$ cat src/rtl/seq_muldiv_if.sv
// Operand/result bundle between the ALU stage and the sequential multiply/divide unit.
// The requester drives start/op/operands; the unit returns the Z pair and status.
interface seq_muldiv_if #(
    parameter int WIDTH = 32
);
    logic             start;
    logic             op;
    logic [WIDTH-1:0] a_in;
    logic [WIDTH-1:0] b_in;
    logic [WIDTH-1:0] Zhigh_out;
    logic [WIDTH-1:0] Zlow_out;
    logic             busy;
    logic             done;
    logic             div_zero;

    modport master (
        output start, op, a_in, b_in,
        input  Zhigh_out, Zlow_out, busy, done, div_zero
    );

    modport slave (
        input  start, op, a_in, b_in,
        output Zhigh_out, Zlow_out, busy, done, div_zero
    );
endinterface

$ cat src/rtl/seq_muldiv.sv
// Sequential signed multiply (radix-2 Booth) / divide (restoring, on magnitudes) unit.
// One iteration per clock; the Z outputs only change on the FIX cycle or on clear.
module seq_muldiv #(
    parameter int WIDTH = 32
) (
    input  logic         clock,
    input  logic         clear,
    seq_muldiv_if.slave  bus
);

    localparam int CW = $clog2(WIDTH + 1);

    typedef enum logic [1:0] {
        S_IDLE = 2'd0,
        S_RUN  = 2'd1,
        S_FIX  = 2'd2,
        S_DONE = 2'd3
    } state_t;

    state_t state_q, state_d;

    logic [CW-1:0]           cnt_q, cnt_d;
    logic                    op_q, op_d;
    logic                    sa_q, sa_d;
    logic                    sb_q, sb_d;
    logic                    bz_q, bz_d;
    logic                    qm1_q, qm1_d;
    logic                    dz_q, dz_d;
    logic [WIDTH-1:0]        araw_q, araw_d;
    logic [WIDTH-1:0]        qr_q, qr_d;
    logic [WIDTH-1:0]        zhigh_q, zhigh_d;
    logic [WIDTH-1:0]        zlow_q, zlow_d;
    logic signed [WIDTH:0]   acc_q, acc_d;
    logic signed [WIDTH:0]   m_q, m_d;

    logic                    load;
    logic                    busy;
    logic                    done;
    logic signed [WIDTH:0]   booth_sum;
    logic [WIDTH:0]          div_shift;
    logic [WIDTH+1:0]        div_trial;

    // |0x80..0| stays 0x80..0, which is the correct unsigned magnitude.
    function automatic logic [WIDTH-1:0] magnitude(input logic [WIDTH-1:0] v);
        return v[WIDTH-1] ? (~v + 1'b1) : v;
    endfunction

    function automatic logic [WIDTH-1:0] cond_neg(input logic [WIDTH-1:0] v, input logic neg);
        return neg ? (~v + 1'b1) : v;
    endfunction

    assign load = ((state_q == S_IDLE) || (state_q == S_DONE)) && bus.start;

    // State register
    always_ff @(posedge clock or posedge clear) begin
        if (clear) begin
            state_q <= S_IDLE;
        end else begin
            state_q <= state_d;
        end
    end

    // Next-state logic
    always_comb begin
        state_d = state_q;
        unique case (state_q)
            S_IDLE:  if (bus.start) state_d = S_RUN;
            S_RUN:   if (cnt_q == '0) state_d = S_FIX;
            S_FIX:   state_d = S_DONE;
            S_DONE:  state_d = bus.start ? S_RUN : S_IDLE;
            default: state_d = S_IDLE;
        endcase
    end

    // Output logic
    always_comb begin
        busy = 1'b0;
        done = 1'b0;
        unique case (state_q)
            S_RUN:   busy = 1'b1;
            S_FIX:   busy = 1'b1;
            S_DONE:  done = 1'b1;
            default: ;
        endcase
    end

    // Datapath next-value logic
    always_comb begin
        cnt_d   = cnt_q;
        op_d    = op_q;
        sa_d    = sa_q;
        sb_d    = sb_q;
        bz_d    = bz_q;
        qm1_d   = qm1_q;
        dz_d    = dz_q;
        araw_d  = araw_q;
        qr_d    = qr_q;
        zhigh_d = zhigh_q;
        zlow_d  = zlow_q;
        acc_d   = acc_q;
        m_d     = m_q;

        booth_sum = acc_q;
        case ({qr_q[0], qm1_q})
            2'b10:   booth_sum = acc_q - m_q;
            2'b01:   booth_sum = acc_q + m_q;
            default: booth_sum = acc_q;
        endcase

        // Remainder never exceeds WIDTH bits, so the top accumulator bit can be dropped on shift.
        div_shift = {acc_q[WIDTH-1:0], qr_q[WIDTH-1]};
        div_trial = {1'b0, div_shift} - {1'b0, m_q};

        if (load) begin
            op_d   = bus.op;
            sa_d   = bus.a_in[WIDTH-1];
            sb_d   = bus.b_in[WIDTH-1];
            bz_d   = (bus.b_in == '0);
            araw_d = bus.a_in;
            acc_d  = '0;
            qm1_d  = 1'b0;
            cnt_d  = CW'(WIDTH - 1);
            if (!bus.op) begin
                qr_d = bus.b_in;
                m_d  = {bus.a_in[WIDTH-1], bus.a_in};
            end else begin
                qr_d = magnitude(bus.a_in);
                m_d  = {1'b0, magnitude(bus.b_in)};
            end
        end else if (state_q == S_RUN) begin
            if (cnt_q != '0) cnt_d = cnt_q - CW'(1);
            if (!op_q) begin
                acc_d = {booth_sum[WIDTH], booth_sum[WIDTH:1]};
                qr_d  = {booth_sum[0], qr_q[WIDTH-1:1]};
                qm1_d = qr_q[0];
            end else begin
                acc_d = div_trial[WIDTH+1] ? div_shift : div_trial[WIDTH:0];
                qr_d  = {qr_q[WIDTH-2:0], ~div_trial[WIDTH+1]};
            end
        end else if (state_q == S_FIX) begin
            if (!op_q) begin
                zhigh_d = acc_q[WIDTH-1:0];
                zlow_d  = qr_q;
                dz_d    = 1'b0;
            end else if (bz_q) begin
                zhigh_d = araw_q;
                zlow_d  = '1;
                dz_d    = 1'b1;
            end else begin
                zhigh_d = cond_neg(acc_q[WIDTH-1:0], sa_q);
                zlow_d  = cond_neg(qr_q, sa_q ^ sb_q);
                dz_d    = 1'b0;
            end
        end
    end

    always_ff @(posedge clock or posedge clear) begin
        if (clear) begin
            cnt_q   <= '0;
            op_q    <= 1'b0;
            sa_q    <= 1'b0;
            sb_q    <= 1'b0;
            bz_q    <= 1'b0;
            qm1_q   <= 1'b0;
            dz_q    <= 1'b0;
            araw_q  <= '0;
            qr_q    <= '0;
            zhigh_q <= '0;
            zlow_q  <= '0;
            acc_q   <= '0;
            m_q     <= '0;
        end else begin
            cnt_q   <= cnt_d;
            op_q    <= op_d;
            sa_q    <= sa_d;
            sb_q    <= sb_d;
            bz_q    <= bz_d;
            qm1_q   <= qm1_d;
            dz_q    <= dz_d;
            araw_q  <= araw_d;
            qr_q    <= qr_d;
            zhigh_q <= zhigh_d;
            zlow_q  <= zlow_d;
            acc_q   <= acc_d;
            m_q     <= m_d;
        end
    end

    assign bus.Zhigh_out = zhigh_q;
    assign bus.Zlow_out  = zlow_q;
    assign bus.busy      = busy;
    assign bus.done      = done;
    assign bus.div_zero  = dz_q;

endmodule

$ cat src/flat_wrapper.sv
// flat-port wrapper written by rule: the top's interface ports become plain ports
module seq_muldiv_flat 
#(
    parameter int WIDTH = 32
)
  (clock, clear, bus_start, bus_op, bus_a_in, bus_b_in, bus_Zhigh_out, bus_Zlow_out, bus_busy, bus_done, bus_div_zero);
  seq_muldiv_if #(.WIDTH(WIDTH)) bus_i ();
  input  logic clock;
  input  logic clear;
  input wire logic [$bits(bus_i.start)-1:0] bus_start;
  input wire logic [$bits(bus_i.op)-1:0] bus_op;
  input wire logic [$bits(bus_i.a_in)-1:0] bus_a_in;
  input wire logic [$bits(bus_i.b_in)-1:0] bus_b_in;
  output wire logic [$bits(bus_i.Zhigh_out)-1:0] bus_Zhigh_out;
  output wire logic [$bits(bus_i.Zlow_out)-1:0] bus_Zlow_out;
  output wire logic [$bits(bus_i.busy)-1:0] bus_busy;
  output wire logic [$bits(bus_i.done)-1:0] bus_done;
  output wire logic [$bits(bus_i.div_zero)-1:0] bus_div_zero;
  assign bus_i.start = bus_start;
  assign bus_i.op = bus_op;
  assign bus_i.a_in = bus_a_in;
  assign bus_i.b_in = bus_b_in;
  assign bus_Zhigh_out = bus_i.Zhigh_out;
  assign bus_Zlow_out = bus_i.Zlow_out;
  assign bus_busy = bus_i.busy;
  assign bus_done = bus_i.done;
  assign bus_div_zero = bus_i.div_zero;
  seq_muldiv #(.WIDTH(WIDTH)) u_core (.clock(clock), .clear(clear), .bus(bus_i));
endmodule
$ cat config.mk
export PLATFORM = sky130hd
export DESIGN_NAME = seq_muldiv_flat
export DESIGN_NICKNAME = d
export VERILOG_FILES = /design/src/rtl/seq_muldiv_if.sv /design/src/rtl/seq_muldiv.sv /design/src/flat_wrapper.sv
export SDC_FILE = /design/constraint.sdc
export NUM_CORES = 1
export LEC_CHECK = 0
export BUFFER_PORTS_ARGS = -buffer_cell sky130_fd_sc_hd__buf_2
export CORE_MARGIN = 4
export CORE_UTILIZATION = 28
export DETAILED_ROUTE_END_ITERATION = 8
export GPL_TIMING_DRIVEN = 0
export REMOVE_ABC_BUFFERS = 1
export SLEW_MARGIN = 40
export SYNTH_ARGS = -nofsm -noshare
export SYNTH_HDL_FRONTEND = slang
export SYNTH_SLANG_ARGS = --single-unit
$ cat constraint.sdc
create_clock -name clock -period 12.55 [get_ports clock]
set_input_delay 0.6275 -clock clock [delete_from_list [all_inputs] [get_ports clock]]
set_output_delay 0.6275 -clock clock [all_outputs]
set_load 0.01 [all_outputs]
==> metrics list, run 1 <==
- Final-stage net count: 2394
- Switching power as a share of total power: 0.500
- The worst hold path terminates at u_core.araw_q[13]$_DFFE_PP0P_.
* Vertical die dimension: 257 µm
- Post-Syn Instances: 2206
- Synthesis inferred 207 register bits.
- Largest area contributor in the synthesized netlist: dfrtp_1
- Quantity of gates resized following cts: 0
- Setup repair after global routing left no endpoint under its margin.
* Logic gate share of total power: 0.647
- The final route contains 17200 vias.
- The most used flip-flop cell after synthesis is dfrtp_1.
* DRC viols: 0
* Count of maximum capacitance violations: 0
* Critical-path cell list: nor3_1 -> nand2_1 -> nor3b_1 -> and2_1 -> nor2b_1 -> nor2_1 -> xnor2_1 -> ha_1 -> and2_1 -> nand2_1 -> a211oi_1 -> a211oi_1 -> a311oi_2 -> a31oi_1 -> o31ai_1 -> mux2i_1 -> a22oi_1
- The worst setup path is launched from a flop.
- The die covers 65800 µm².
- Leakage power: 8.45 nW
- Layout cell share with drive strength beyond 1: 0.115
- Post-synth ARST share: 1.00
- The worst register-to-register path begins at u_core.m_q[2]$_DFFE_PP0P_.
- The worst pin sits at a relative slew slack of 0.433.
- The number of hold buffers added after CTS was 1.
- Maximum number of pins on one net before global-route repair: 87
- Standard-cell rows: 90
- Worst hold margin: 0.346 ns
- Number of flops mapped to enable cells by yosys: 0
- Count of final max-slew check failures: 0
- Clock input transition at the sequential cells of the worst setup and hold paths: 0.07 ns
- P_sw: 3.06 mW
- Sequential cell fraction of total power: 0.220
* Global-route wire length before repair: 95.9 mm
- Portion of total power attributed to the clock network: 0.134
- After global routing the overflow that remains totals 0.
- In the layout the commonest cells are nand2_1 (335), o21ai_0 (229), dfrtp_1 (204).
- Proportion of netlist area held by the largest area contributor: 0.299
- Number of different library cells in the post-synthesis netlist: 84
- Worst hold path class: in2reg
* Final Worst Setup Slack: 7.54 ns
- CTS built an H-tree with a depth of 1.
- Relative to the synthesized area, the layout overhead comes to 15.1%.
- Initial DRC Count: 1692
- The tree is rooted in a clkbuf_16.
- The run finished with clean final reports.
* Highest clock frequency the design can meet: 199 MHz
* Fill cell total of the finished layout: 6415
- Half-perimeter wire length after detailed placement: 45.9 mm
* Worst Hold Path Cells: 3
- Using the TritonRoute via totals, the vias-per-cell ratio works out to 5.65.
- Data arrives at the worst endpoint at 5.42 ns.
* Reg2Reg Depth: 17
- Setup violations remaining at the end of the flow were counted as 0.
- Slowest stage cell on the critical path: a311oi_2
- In this run the power density over the cells is 307 nW/µm².
* Number of buffers inserted by port buffering: 134
* Peak ir drop on the vdd network: 0.000165 V
* Worst Path Class, Setup: reg2reg
* IO Count: 135
- The count of nets left with antenna violations once routing finished came out at 0.
* Mean cell area of the mapped netlist: 7.84 µm²
- Final critical path time including I/O delays and setup: 5.01 ns
* End of the worst register-to-register path: u_core.acc_q[30]$_DFFE_PP0P_
- The longest clock path from root to sink contains 3 buffers.
* Maximum fanout along the worst path: 5
* Count of clock tree sinks: 207
* Starting density of the core: 0.285
- For the pin with the worst max-slew slack, the measured transition is 0.849 ns.
- Mapped Area: 17300 µm²
* Routability congestion estimate from global placement: 0.937
* Biggest area contributors in the synthesized netlist: dfrtp_1 (30%), nand2_1 (7.3%), o21ai_0 (6.6%)
- The initial antenna violation count came to 4.
* Commonest non-fill, non-tap cell in the layout: nand2_1
- The worst setup path is captured at a flop.
- Sequential area share after synthesis: 0.299
- Die Span X: 257 µm
- Buffers added to address setup during post-CTS repair amount to 0.
- Required time at the endpoint of the critical path: 12.95 ns
- Across every metal layer, demand over resource in global routing totals 0.178.
- Dividing the final minimum period by the clock period gives 0.399.
- The number of global-route vias before repair came to 16400.
- The number of clock buffers added by TritonCTS is 25.
- The setup check on the worst reg-to-reg path leaves a slack of 7.54 ns.
- In this run the most critical hold path is launched from bus_a_in[13].
- Detailed-route wire length per cell: 20.1 µm
* Int Pwr: 3.06 mW
- Final hold vios: 0
- At the placement stage, the worst setup path has a slack of 7.71 ns.
- Post-Route WL: 61.1 mm
- The first detailed-routing pass took 6 iterations.
* TritonCTS clock tree: yes
- The later pin in the worst-skew pair is clocked with a latency of 0.55 ns.
* Delay contributed by the slowest stage of the critical path: 0.63 ns
- Across the routed clock network, the largest skew measured is 0.0155 ns.
- For this run, the number of Yosys warnings is 0.
* Core footprint: 60800 µm²
[metrics by stage]
stage                     cell area [µm²]   util  TNS, ns  cells  total power, mW
after floorplan                     16700      -        0   2057             3.98
after global placement              18400  0.302  -227.48   2973             5.08
after detailed placement            19000  0.313        0   2999             5.23
after CTS                           19900  0.327        0   3043             6.08
after global routing                19900  0.328        0   3044             6.61
final                               19900  0.328        0   3044             6.11
[synth_stat cells (25+ instances only)]
| master | n |
|---|---|
| ha_1 | 79 |
| xor2_1 | 86 |
| clkbuf_1 | 124 |
| dfrtp_1 | 207 |
| xnor2_1 | 86 |
| nand2_1 | 336 |
| nand3_1 | 39 |
| o21ai_0 | 229 |
| a21o_1 | 38 |
| inv_1 | 78 |
| nor3_1 | 40 |
| a21oi_1 | 165 |
| o211ai_1 | 90 |
| mux2i_1 | 45 |
| o31ai_1 | 41 |
| a31oi_1 | 25 |
| nor2_1 | 121 |
[layout make-up]
| cell class | count | area [µm²] | share of cell area |
|---|---|---|---|
| repair buffers | 161 | 1190 | 0.0597 |
| diodes | 1 | 2.50 | 0.000126 |
| well taps | 782 | 978 | 0.0491 |
| clock buffers | 32 | 682 | 0.0342 |
| multi-input cells | 1770 | 11400 | 0.570 |
| clock inverters | 11 | 214 | 0.0107 |
| flip-flops and latches | 207 | 5190 | 0.261 |
| inverters | 80 | 310 | 0.0156 |
[sequential cells by signal, indices dropped and copies added (netlist names), 2 cells and up]
register	cells
u_core.state_q	2
u_core.bus.Zhigh_out	32
u_core.bus.Zlow_out	32
u_core.cnt_q	6
u_core.qr_q	32
u_core.m_q	33
u_core.araw_q	32
u_core.acc_q	33
[how the worst max path moves through the flow]
stage | start | end | cells past startpoint
after floorplan | u_core.state_q[0]$_DFFE_PP0P_ | u_core.bus.Zlow_out[1]$_DFFE_PP0P_ | 7
after global placement | u_core.state_q[0]$_DFFE_PP0P_ | u_core.bus.Zlow_out[1]$_DFFE_PP0P_ | 7
after detailed placement | u_core.m_q[2]$_DFFE_PP0P_ | u_core.acc_q[29]$_DFFE_PP0P_ | 16
after CTS | u_core.m_q[2]$_DFFE_PP0P_ | u_core.acc_q[30]$_DFFE_PP0P_ | 17
after global routing | u_core.m_q[2]$_DFFE_PP0P_ | u_core.acc_q[30]$_DFFE_PP0P_ | 17
final | u_core.m_q[2]$_DFFE_PP0P_ | u_core.acc_q[30]$_DFFE_PP0P_ | 17
[routing by layer]
layer / GRT usage / routed length (µm) / part of all wire / vias up
met2: 0.280 / 27000 / 0.44 / 648
met4: 0.0449 / 1440 / 0.024 / 8
met1: 0.252 / 27900 / 0.46 / 8388
met3: 0.0346 / 4610 / 0.075 / 99
met5: 0.0102 / 140 / 0.0023 / -
li1: - / - / - / 8065
[power groups by stage]
stage | Sequential [mW] | Combinational, mW | Clock (mW)
after floorplan | 1.30 | 2.68 | 0
after global placement | 1.39 | 3.69 | 0
after detailed placement | 1.34 | 3.89 | 0
after CTS | 1.33 | 3.92 | 0.831
after global routing | 1.38 | 4.37 | 0.861
final | 1.34 | 3.95 | 0.817
[kinds of logic (layout without fill, tap and decap cells)]
| logic type | Yosys count | in the layout | synth area share |
|---|---|---|---|
| adder cells (fa/ha/maj) | 81 | 81 | 0.0594 |
| multiplexers | 57 | 57 | 0.0338 |
| buffers and inverters | 229 | 284 | 0.0504 |
| other | 0 | 1 | 0 |
| XOR/XNOR | 172 | 172 | 0.0871 |
| flip-flops | 207 | 207 | 0.299 |
| AND/OR/NAND/NOR | 705 | 705 | 0.190 |
| AO/OA/AOI/OAI | 755 | 755 | 0.280 |
[critical path, delay by kind of cell (launching register included)]
family                   cells  cell delay, ns
AND/OR/NAND/NOR              8            1.87
XOR/XNOR                     1            0.19
multiplexers                 1            0.30
flip-flops                   1            0.38
adder cells (fa/ha/maj)      1            0.29
AO/OA/AOI/OAI                6            1.83
No activity file was read; power rests on OpenSTA's default activity.
==> run 2, diff against run 1 <==
==> constraint.sdc (replaced) <==
create_clock -name clock -period 4.4 [get_ports clock]
set_input_delay 0.22 -clock clock [delete_from_list [all_inputs] [get_ports clock]]
set_output_delay 0.22 -clock clock [all_outputs]
set_load 0.01 [all_outputs]
==> metrics list, run 2 (synthesis results as in run 1) <==
- Status: finished clean
- Commonest non-fill, non-tap cell in the layout: nand2_1
- Count of buffering cells on the critical path with inverters included: 1
* Highest clock frequency the design can meet: 238 MHz
- The number of antenna diodes in the final layout is 0.
- Relative area change from synthesis to final layout: 18.7%
- Number of vias per cell: 5.63
* Residual overflow from global routing: 0
* Antenna violations before repair: 1
* IO Count: 135
* Count of clock tree sinks: 207
* Maximum level of the CTS H-tree: 1
- The tool flagged a number of max-cap violations equal to 0.
- Across every metal layer, demand over resource in global routing totals 0.180.
* # placed instances: 2999
- Maximum fanout along the worst path: 13
* Uppermost layer routed: met5
- The worst setup path is launched from a flop.
* Clock input transition at the sequential cells of the worst setup and hold paths: 0.07 ns
- Number of vias after detailed routing: 17400
* Post-Route WL: 61.7 mm
* Required time at the endpoint of the critical path: 4.84 ns
- Number of buffers created by CTS: 25
- The min-delay analysis places its worst path in the category in2reg.
- For the final database, setup skew stands at 0.0152 ns.
* Final critical path time including I/O delays and setup: 4.20 ns
* Layout cell share with drive strength beyond 1: 0.126
- In this design, the stage delay of the slowest critical-path cell is 0.65 ns.
* Vertical die dimension: 257 µm
- Initial DRC Count: 1692
- Slowest stage cell on the critical path: dfrtp_1
- Measured against its own limit, the worst slew margin works out to 0.443.
- The clock passes through at most 3 buffers.
- The first TritonRoute pass finished after 7 iterations.
- Once detailed placement completed, the half-perimeter wirelength came to 45.9 mm.
- For this run, design rule violations remaining after detail routing come to 0.
- Clock root buffer master: clkbuf_16
- Detailed-routed wire length on met3: 4.58 mm
* Worst-case register-to-register setup slack: 0.20 ns
- The critical path is of the reg2reg type.
* Post-detailed-route count of antenna-violating nets: 0
- For this configuration, the core starts out at a cell density of 0.285.
- Commonest non-fill, non-tap cells in the layout: nand2_1 (334), o21ai_0 (229), dfrtp_1 (204)
- Worst hold margin: 0.0130 ns
- CP top delay family: compound AO/OA/AOI/OAI gates
- Post-route clock period utilization: 0.954
- Number of buffers inserted by port buffering: 134
* Leakage power: 8.71 nW
- Die outline area: 65800 µm²
* Via count of the first global-routing pass: 16700
* Critical-path cell list: ha_1 -> and2_1 -> a221oi_1 -> a21oi_1 -> o21bai_1 -> nand2_1 -> o211ai_1 -> buf_2 -> nand2_2 -> a211o_1 -> a22o_1
- The congestion estimate from routability-driven global placement came to 0.937.
- After floorplanning, the core was divided into 90 placement rows.
- The die is 257 µm wide.
- The region available for standard cell placement spans 60800 µm².
- Setup repair after global routing left no endpoint under its margin.
- The first global-routing pass estimated 97.0 mm of wire.
* Maximum number of pins on one net before global-route repair: 87
- Number of standard cells in the layout, taps in and fillers out: 3092
- Peak ir drop on the vdd network: 0.000471 V
- Final hold vios: 0
- The max-slew violation count was 0.
- Final-stage net count: 2443
* Clock network latency to the later pin of the worst-skew pair: 0.55 ns
- Fin Setup TNS: 0 ns
* Detailed-route wire length on metal 1: 28.3 mm
* Final setup violating endpoints: 0
* Power per unit of standard cell area: 863 nW/µm²
* Largest regs: u_core.acc_q: 33 flops, u_core.m_q: 33 flops
- The worst setup path is captured at a flop.
- Slew of the pin with the lowest slew margin: 0.835 ns
- Sum of internal, switching and leakage power: 17.7 mW
- Detailed-route wire length per cell: 20.0 µm
- Detailed routing placed a total of 27.7 mm of wire on met2.
- For the worst setup path, the data arrival time is 4.64 ns.
* TritonCTS clock tree: yes
-- run 2: routing by layer --
layer / GRT usage / vias up
met5: 0 / -
met4: 0.0315 / 2
met3: 0.0270 / 86
met2: 0.292 / 680
met1: 0.257 / 8500
li1: - / 8155
-- run 2: what timing repair did --
item,CTS,global route
setup endpoints to repair,13,19
pin swaps,3,8
buffers inserted,5,4
hold buffers,41,0
gates resized for setup,8,23
endpoints found under the hold margin,195,0
-- run 2: cell type report --
type                       count  area, µm²
sequential                   207       5190
fill                        6372      40300
clock inverter                11        214
inverter                      80        310
clock buffer                  32        682
multi-input combinational   1770      11500
tap                          782        978
timing repair buffer         210       1670
-- run 2: worst paths after layout --
check                                                           from                              endpoint  depth (start not counted)
worst max register to register           u_core.acc_q[3]$_DFFE_PP0P_          u_core.acc_q[24]$_DFFE_PP0P_                         11
worst min-delay path                                    bus_b_in[15]           u_core.qr_q[15]$_DFFE_PP0P_                          3
worst min register to register  u_core.bus.Zhigh_out[28]$_DFFE_PP0P_  u_core.bus.Zhigh_out[28]$_DFFE_PP0P_                          2
worst max-delay path                     u_core.acc_q[3]$_DFFE_PP0P_          u_core.acc_q[24]$_DFFE_PP0P_                         11
min in group asynchronous                                      clear   u_core.bus.Zlow_out[29]$_DFFE_PP0P_                          3
max in group asynchronous                                      clear           u_core.acc_q[5]$_DFFE_PP0P_                          5
-- run 2: worst reg2reg max path: cells and delay by family (launching register included) --
family                     cells  cell delay [ns]
DFF                            1             0.65
and+or+nand+nor                3             0.76
buffers and inverters          1             0.31
AOI/OAI and AO/OA              6             2.00
adders and majority gates      1             0.38
-- run 2: power by group --
part           internal, mW  switching (mW)  leakage, nW
registers              2.77            1.08         2.53
logic                  4.66            6.88         5.74
clock network          1.44           0.892        0.432
-- run 2: metrics by stage --
stage | util | worst slack (ns) | area [µm²]
2_1_floorplan | - | -4.47 | 16700
3_3_place_gp | 0.302 | -12.33 | 18400
3_5_place_dp | 0.313 | -0.442 | 19000
4_1_cts | 0.335 | 0.0443 | 20400
5_1_grt | 0.338 | 0.00215 | 20500
6_report | 0.338 | 0.204 | 20500
